<file path="src/rtl/max7219_cmd_scheduler.sv">
// Command scheduler for a daisy-chained MAX7219 string: power-up init, then row/intensity
// refresh passes. Emits one 16-bit word per valid/ready handshake; o_Last marks the latch point.
module max7219_cmd_scheduler #(
  parameter int NUM_DEV        = 1,
  parameter int REFRESH_CYCLES = 1000000
) (
  input  logic                  i_Clk,
  input  logic                  i_Rst,
  input  logic [NUM_DEV*64-1:0] i_FrameBuf,
  input  logic [NUM_DEV*4-1:0]  i_Intensity,
  input  logic                  i_Reinit,
  output logic [15:0]           o_Word,
  output logic                  o_Valid,
  input  logic                  i_Ready,
  output logic                  o_Last,
  output logic                  o_Busy
);

  localparam int DW  = (NUM_DEV > 1) ? $clog2(NUM_DEV) : 1;
  localparam int RC  = (REFRESH_CYCLES < 1) ? 1 : REFRESH_CYCLES;
  localparam int CW0 = $clog2(RC + 1);
  localparam int CW  = (CW0 < 1) ? 1 : CW0;
  localparam logic [DW-1:0] DEV_TOP   = DW'(NUM_DEV - 1);
  localparam logic [CW-1:0] WAIT_LOAD = CW'(RC - 1);

  typedef enum logic [1:0] {S_INIT, S_ROWS, S_INTEN, S_WAIT} state_t;

  state_t                  state, state_n;
  logic [3:0]              grp, grp_n;
  logic [DW-1:0]           dev, dev_n;
  logic [CW-1:0]           cnt, cnt_n;
  logic                    pend, pend_n;
  logic [NUM_DEV*64-1:0]   sh_fb, sh_fb_n;
  logic [NUM_DEV*4-1:0]    sh_int, sh_int_n;
  logic [15:0]             word_n;
  logic                    valid_n, last_n, busy_n;
  logic                    load, snap, go_init, fire;

  function automatic logic [15:0] make_word(input state_t s, input logic [3:0] g,
                                            input logic [DW-1:0] d,
                                            input logic [NUM_DEV*64-1:0] fb,
                                            input logic [NUM_DEV*4-1:0] it);
    logic [3:0] a;
    logic [7:0] v;
    logic [3:0] inten;
    inten = it[int'(d)*4 +: 4];
    a = 4'hA;
    v = {4'h0, inten};
    case (s)
      S_INIT: begin
        case (g)
          4'd0:    begin a = 4'hC; v = 8'h00; end
          4'd1:    begin a = 4'hF; v = 8'h00; end
          4'd2:    begin a = 4'h9; v = 8'h00; end
          4'd3:    begin a = 4'hB; v = 8'h07; end
          4'd4:    begin a = 4'hA; v = {4'h0, inten}; end
          default: begin a = 4'hC; v = 8'h01; end
        endcase
      end
      S_ROWS: begin
        a = g + 4'd1;
        v = fb[int'(d)*64 + int'(g[2:0])*8 +: 8];
      end
      default: ;
    endcase
    return {4'h0, a, v};
  endfunction

  always_comb begin
    state_n  = state;
    grp_n    = grp;
    dev_n    = dev;
    cnt_n    = cnt;
    pend_n   = pend | i_Reinit;
    sh_fb_n  = sh_fb;
    sh_int_n = sh_int;
    valid_n  = o_Valid;
    busy_n   = o_Busy;
    word_n   = o_Word;
    last_n   = o_Last;
    load     = 1'b0;
    snap     = 1'b0;
    go_init  = 1'b0;
    fire     = o_Valid && i_Ready;

    if (state == S_WAIT) begin
      // a pending reinit preempts the rest of the idle gap
      if (pend) go_init = 1'b1;
      else if (cnt == '0) begin
        state_n = S_ROWS;
        grp_n   = 4'd0;
        dev_n   = DEV_TOP;
        snap    = 1'b1;
        load    = 1'b1;
      end else cnt_n = cnt - 1'b1;
    end else if (!o_Valid) begin
      // first clock after reset: present INIT group 0 from a fresh snapshot
      load = 1'b1;
      snap = 1'b1;
    end else if (fire) begin
      load = 1'b1;
      if (dev != '0) dev_n = dev - 1'b1;
      else begin
        dev_n = DEV_TOP;
        if (pend || i_Reinit) go_init = 1'b1;
        else begin
          case (state)
            S_INIT: begin
              if (grp == 4'd5) begin
                state_n = S_ROWS;
                grp_n   = 4'd0;
                snap    = 1'b1;
                busy_n  = 1'b0;
              end else grp_n = grp + 4'd1;
            end
            S_ROWS: begin
              if (grp == 4'd7) begin
                state_n = S_INTEN;
                grp_n   = 4'd0;
              end else grp_n = grp + 4'd1;
            end
            default: begin
              state_n = S_WAIT;
              cnt_n   = WAIT_LOAD;
              load    = 1'b0;
              valid_n = 1'b0;
            end
          endcase
        end
      end
    end

    if (go_init) begin
      state_n = S_INIT;
      grp_n   = 4'd0;
      dev_n   = DEV_TOP;
      pend_n  = 1'b0;
      snap    = 1'b1;
      busy_n  = 1'b1;
      load    = 1'b1;
    end

    if (snap) begin
      sh_fb_n  = i_FrameBuf;
      sh_int_n = i_Intensity;
    end

    // word is built from the post-edge snapshot so a new pass sees the freshly captured data
    if (load) begin
      valid_n = 1'b1;
      word_n  = make_word(state_n, grp_n, dev_n, sh_fb_n, sh_int_n);
      last_n  = (dev_n == '0);
    end
  end

  always_ff @(posedge i_Clk or negedge i_Rst) begin
    if (!i_Rst) begin
      state   <= S_INIT;
      grp     <= 4'd0;
      dev     <= DEV_TOP;
      cnt     <= '0;
      pend    <= 1'b0;
      sh_fb   <= '0;
      sh_int  <= '0;
      o_Word  <= 16'h0000;
      o_Valid <= 1'b0;
      o_Last  <= 1'b0;
      o_Busy  <= 1'b1;
    end else begin
      state   <= state_n;
      grp     <= grp_n;
      dev     <= dev_n;
      cnt     <= cnt_n;
      pend    <= pend_n;
      sh_fb   <= sh_fb_n;
      sh_int  <= sh_int_n;
      o_Word  <= word_n;
      o_Valid <= valid_n;
      o_Last  <= last_n;
      o_Busy  <= busy_n;
    end
  end

endmodule

</file>
<file path="config.mk">
export PLATFORM = sky130hd
export DESIGN_NAME = max7219_cmd_scheduler
export DESIGN_NICKNAME = d
export VERILOG_FILES = /design/src/rtl/max7219_cmd_scheduler.sv
export SDC_FILE = /design/constraint.sdc
export NUM_CORES = 1
export LEC_CHECK = 0
export BUFFER_PORTS_ARGS = -buffer_cell sky130_fd_sc_hd__buf_2
export CORE_UTILIZATION = 43
export CTS_CLUSTER_SIZE = 10
export DETAILED_ROUTE_END_ITERATION = 12
export GPL_ROUTABILITY_DRIVEN = 0
export HOLD_SLACK_MARGIN = 0.03
export PLACE_DENSITY = 0.66
export SKIP_LAST_GASP = 1
export SLEW_MARGIN = 20
export SYNTH_ARGS = -nofsm -noshare
export SYNTH_HDL_FRONTEND = slang
export SYNTH_SLANG_ARGS = --single-unit
</file>
<file path="constraint.sdc">
create_clock -name i_Clk -period 3.4 [get_ports i_Clk]
set_clock_uncertainty 0.1 [all_clocks]
set_input_delay 0.34 -clock i_Clk [delete_from_list [all_inputs] [get_ports i_Clk]]
set_output_delay 0.34 -clock i_Clk [all_outputs]
set_load 0.01 [all_outputs]
</file>
# After elaboration in Yosys (flattened, before gate mapping)
# Index checks and enable logic that the tools add are counted.
[totals]
register_bits = 111
in_bits = 72
output_inout_bits = 19
wordCells = 133
[op_classes]
addsub = 5
n_eq_ne = 18
shift = 2
n_mux = 79
bitwise = 2
n_reduce_logical = 16
[ops]
columns = ["op", "count"]
rows = [
  ["$mux 20", 8],
  ["$mux 64", 1],
  ["$shiftx 64x9->8", 1],
  ["$mux 4", 11],
  ["$mux 1", 43],
  ["$logic_not 20->1", 1],
  ["$mux 2", 10],
  ["$sub 20x1->20 const B", 1],
  ["$pmux 4 s2", 2],
  ["$pmux 8 s2", 1],
  ["$reduce_and 7->1", 2],
  ["$eq 4x3->1 const B", 3],
  ["$ne 2x2->1 const B", 6],
  ["$pmux 3 s4", 1],
  ["$pmux 4 s3", 1],
  ["$reduce_bool 2->1", 6],
  ["$add 4x1->4 const B", 2],
  ["$add 7x6->8", 1],
  ["$eq 4x2->1 const B", 2],
  ["$ne 2x1->1 const B", 3],
  ["$eq 2x1->1 const B", 2],
  ["$eq 4x1->1 const B", 1],
  ["$logic_not 2->1", 2],
  ["$logic_not 4->1", 1],
  ["10 further kinds", 10],
]

# Depth between registers and ports, before layout
[logic_depth]
depth_word = 13
ltp_mapped = 15
ltp_nobuf = 13

# Least setup slack after synthesis
# Ideal clock, no wire load.
[synth_timing]
kind = "flip-flop to flip-flop"
start = "register cnt[0]"
end = "register o_Word[0]"
setup_time_ns = 0.136
arrival_ns = 3.373
required_ns = 3.164
slack_ns = -0.209
path_stages_with_launch = 15
n_path_buf = 3
period_less_slack_ns = 3.609
cell_sequence = "dfrtp_1 -> inv_1 -> ha_1 -> or3b_2 -> or4_1 -> buf_2 -> o221a_1 -> buf_2 -> inv_2 -> buf_2 -> ha_1 -> o22ai_1 -> a221o_1 -> a222oi_1 -> nand4b_1"
[synth_via]
elab_chain_cells = 9
elab_cells_between_ends = 34
cone_classes = "add/sub: 1; eq/ne: 5; shift: 2; mux: 22; reduce/logical: 4"
[synth_lines]
columns = ["item", "line_no", "source"]
rows = [
  ["from (decl)", "31", "logic [CW-1:0] cnt, cnt_n;"],
  ["from (signal assigned)", "173", "cnt <= cnt_n;"],
  ["$logic_not 20->1 (*)", "89", "else if (cnt == '0) begin"],
  ["$mux 4 (*)", "89", ""],
  ["$mux 4 (*)", "88", "if (pend) go_init = 1'b1;"],
  ["$mux 4 (*)", "86", "if (state == S_WAIT) begin"],
  ["$mux 4 (*)", "133", "if (go_init) begin"],
  ["via grp_n[1]", "29", "logic [3:0] grp, grp_n;"],
  ["branches (longest 3 deep; another with $add 7x6->8)", "n/a", ""],
  ["$pmux 8 s2 (*)", "49", "case (s)"],
  ["to (signal assigned)", "177", "o_Word <= word_n;"],
  ["to (decl)", "12", "output logic [15:0] o_Word,"],
]
# Mark *: on every way through the listed nets, which the timed path passes.
# A chain may end at the register's enable or synchronous reset.

# Worst setup path in the final report
[layout_timing]
start = "register cnt[1]"
end = "register o_Word[0]"
[layout_via]
elab_chain_cells = 9
elab_cells_between_ends = 34
cone_classes = "add/sub: 1; eq/ne: 5; shift: 2; mux: 22; reduce/logical: 4"
[layout_lines]
columns = ["item", "line_no"]
rows = [
  ["$logic_not 20->1 (*)", "89"],
  ["branches (longest 8 deep; another with $add 7x6->8)", "n/a"],
]
# Every way passes the cells marked *.

==> metrics.md <==
| Metric | Value |
|---|---|
| Worst path arrival time | between 3 and 4 ns |
| Setup ws final | around 0.10 ns |
| Gr ovfl total | 0 |
| Cell taking the most area after synthesis | dfrtp_1 |
| Root buffer cell | clkbuf_16 |
| Mean post-synth cell area | 8.77 um2 |
| Synthesis-to-layout area growth | 21.3% |
| R2r setup slk | 0.10 ns |
| Critical Path Source Type | flip-flop |
| Hold path depth | 3 |
| Clock Sinks | roughly 110 |
| Slew margin rel. | 46.3% |
| Hold Path Class | input port to flip-flop |
| Worst Hold Endpoint | sh_fb[19] |
| Gate Count Post-Synth | approximately 700 |
| Initial antenna violation count | 0 |
| Fmax | around 300 MHz |
| Worst R2R End | o_Word[0] |
| Initial core utilization | between 40 and 50% |
| DRT Wirelength | between 15 and 20 mm |
| Synth top area share | between 40% and 50% |
| Die H | 121 um |
| VDD IR max | 249 uV |
| Commonest non-fill, non-tap cell in the layout | nand2_1 |
| Status | finished clean |
| Final non-filler cell total | between 900 and 1k |
| Sequential cell area | 2780 um2 |
| Maxcap violations | 0 |
| Routed vias/inst | between 5 and 6 |
| Dpl ws | -0.0850 ns |
| Fill cells | about 1.3k |
| Port-buffer cells | 86 |
| Endpoint class of the critical path | flip-flop |
| Design area | 7430 um2 |
| CTS Buffer Depth | 2 |
| Dpl hpwl | 12.3 mm |
| Via count | a little under 6k |
| H-Tree Depth | 3 |
| Worst EP required | around 3.5 ns |
| Core area | roughly 14,000 um2 |
| Final Max Tran Viols | 0 |
| Nets@finish | 883 |
| Period utilisation layout | 96.9% |
| EDFF count, synth | 0 |
| Crit path cell chain | inv_1 -> ha_2 -> or3b_4 -> or4_4 -> o221a_2 -> inv_4 -> ha_4 -> o22ai_1 -> a221o_1 -> a222oi_1 -> nand4b_1 |
| Power Density | approximately 420 nW/um2 |
| FP Rows | 43 |
| ANT nets after route | 0 |
| Vias in the first global route | about 5.5k |
| Min Hold Slack | just under 0.1 ns |
| Final core utilization | 53.5% |
| Reg-to-reg startpoint | cnt[1] |
| Die Wd | roughly 120 um |
| Tmin final | 3.30 ns |
| Placed cell count | slightly below 1k |
| Synthesized cell area | ~6000 um2 |
| Clock transition at the registers of the reported paths | around 0.070 ns |
| Final hold violation count | 0 |
| Routed WL per cell | approximately 18 um |
| Synth warnings | 0 |
| Post-route setup TNS | 0 ns |
| Layout cells sized above 1 | approximately a quarter |
| I/O pin count | 91 |
| Top post-synthesis cells by area | dfrtp_1, nand2_1, nand3_1, o21ai_0, mux2_2 |
| Worst Reg-to-Reg Cells | 11 |
| Post-synth cell types | between 70 and 80 |
| HP Start | i_FrameBuf[19] |
| Pwr Total | slightly above 3 mW |
| Clk_lat worst skew | 0.35 ns |
| Flops & latches, synth | 111 |
| Worst-margin pin slew | roughly 0.81 ns |
| Max incr delay on CP | 0.53 ns |
| RSZ-0062 raised after global routing | true |
| Antenna Cells | 0 |
| Most frequent cells in the layout | nand2_1, dfrtp_1, buf_2 |
| Leakage | between 3 and 4 nW |
| Drt first pass iters | 5 |
| Main synth FF type | dfrtp_1 |
| Largest net degree at the start of global routing | 86 |
| First-iteration detailed-routing DRC count | ~520 |
| Area of the multi-input gates | approximately 3200 um2 |
| Post-synthesis async set-or-reset flop share | 100% |
| DR DRC count | 0 |
| Seq/Total Area, Yosys | ~45% |
| Global-route wire length before repair | approximately 29 mm |
| Placed instance area | roughly 7000 um2 |
| CTS Buf Count | 9 |
| Critical Path Fanout Max | 4 |
| Die area | between 10,000 and 15,000 um2 |
| CTS tree | built |
| Global Route Usage Sum | 25.0% |
| # setup viols final | 0 |
| Crit-path slowest cell | or4_4 |
| Critical setup path kind | flip-flop to flip-flop |
## logic make-up after synthesis
group           after synthesis  share of synthesized area, %
fa+ha+maj                     7                          1.43
xor+xnor                     10                          1.43
simple gates                314                          23.4
flops                       111                          45.4
compound gates              163                          18.6
mux                          28                          5.11
buf+inv                      64                          4.60
other cells                   1                        0.0613
## registers in the layout (all words and copies together), names as in the netlist, 2 cells and up
name,flops
grp,4
cnt,20
sh_int,4
state,2
sh_fb,64
o_Word,12
## layer usage
layer,track usage [%],part of all wire (%),wire length [um]
met5,0,0,0
met4,9.10,2.1,378
met1,35.9,45,7900
met2,37.9,47,8190
met3,3.62,6.4,1120
## worst max-delay path by stage
stage | start | to | slack [ns]
global placement | cnt[1] | o_Word[0] | 0.07
detailed placement | cnt[1] | o_Word[0] | -0.09
global route | cnt[1] | o_Word[0] | -0.005
finish | cnt[1] | o_Word[0] | 0.10
CTS | grp[0] | o_Word[1] | 0.03
floorplan | cnt[0] | o_Word[0] | 0.001
## cells in the mapped netlist, drive strengths merged, types with 8 or more instances
cell	n
nand2	161
dfrtp	110
o21ai	50
nand3	41
nor2	37
clkbuf	28
buf	23
nor3	22
mux2	20
a21oi	14
o211ai	14
inv	13
nor4	13
or3	12
a31oi	11
xnor2	10
mux2i	8
## power by group
part / internal (mW) / switching [mW]
registers: 1.44 / 0.0561
logic: 0.257 / 0.358
clock network: 0.502 / 0.495
total: 2.20 / 0.909
## critical path: cells and delay by family (launching register included)
family | cells | cell delay [ns]
flops | 1 | 0.40
simple gates | 3 | 1.05
buf+inv | 2 | 0.19
compound gates | 4 | 1.08
fa+ha+maj | 2 | 0.33
## repair_timing
item,in CTS,in global routing
gates cloned,1,1
hold buffers,0,1
buffers inserted,1,5
endpoints found under the setup margin,1,4
pin swaps,1,5
resized for setup,1,8
endpoints found under the hold margin,0,23
## final cells by class
cell class,instances,area share (%)
clock buffer,12,3.18
clock inverter,3,0.354
inverter,13,0.758
multi-input combinational,526,42.4
sequential,111,37.4
tap,180,3.03
timing repair buffer,143,12.8
(Power assumes the default switching activity.)
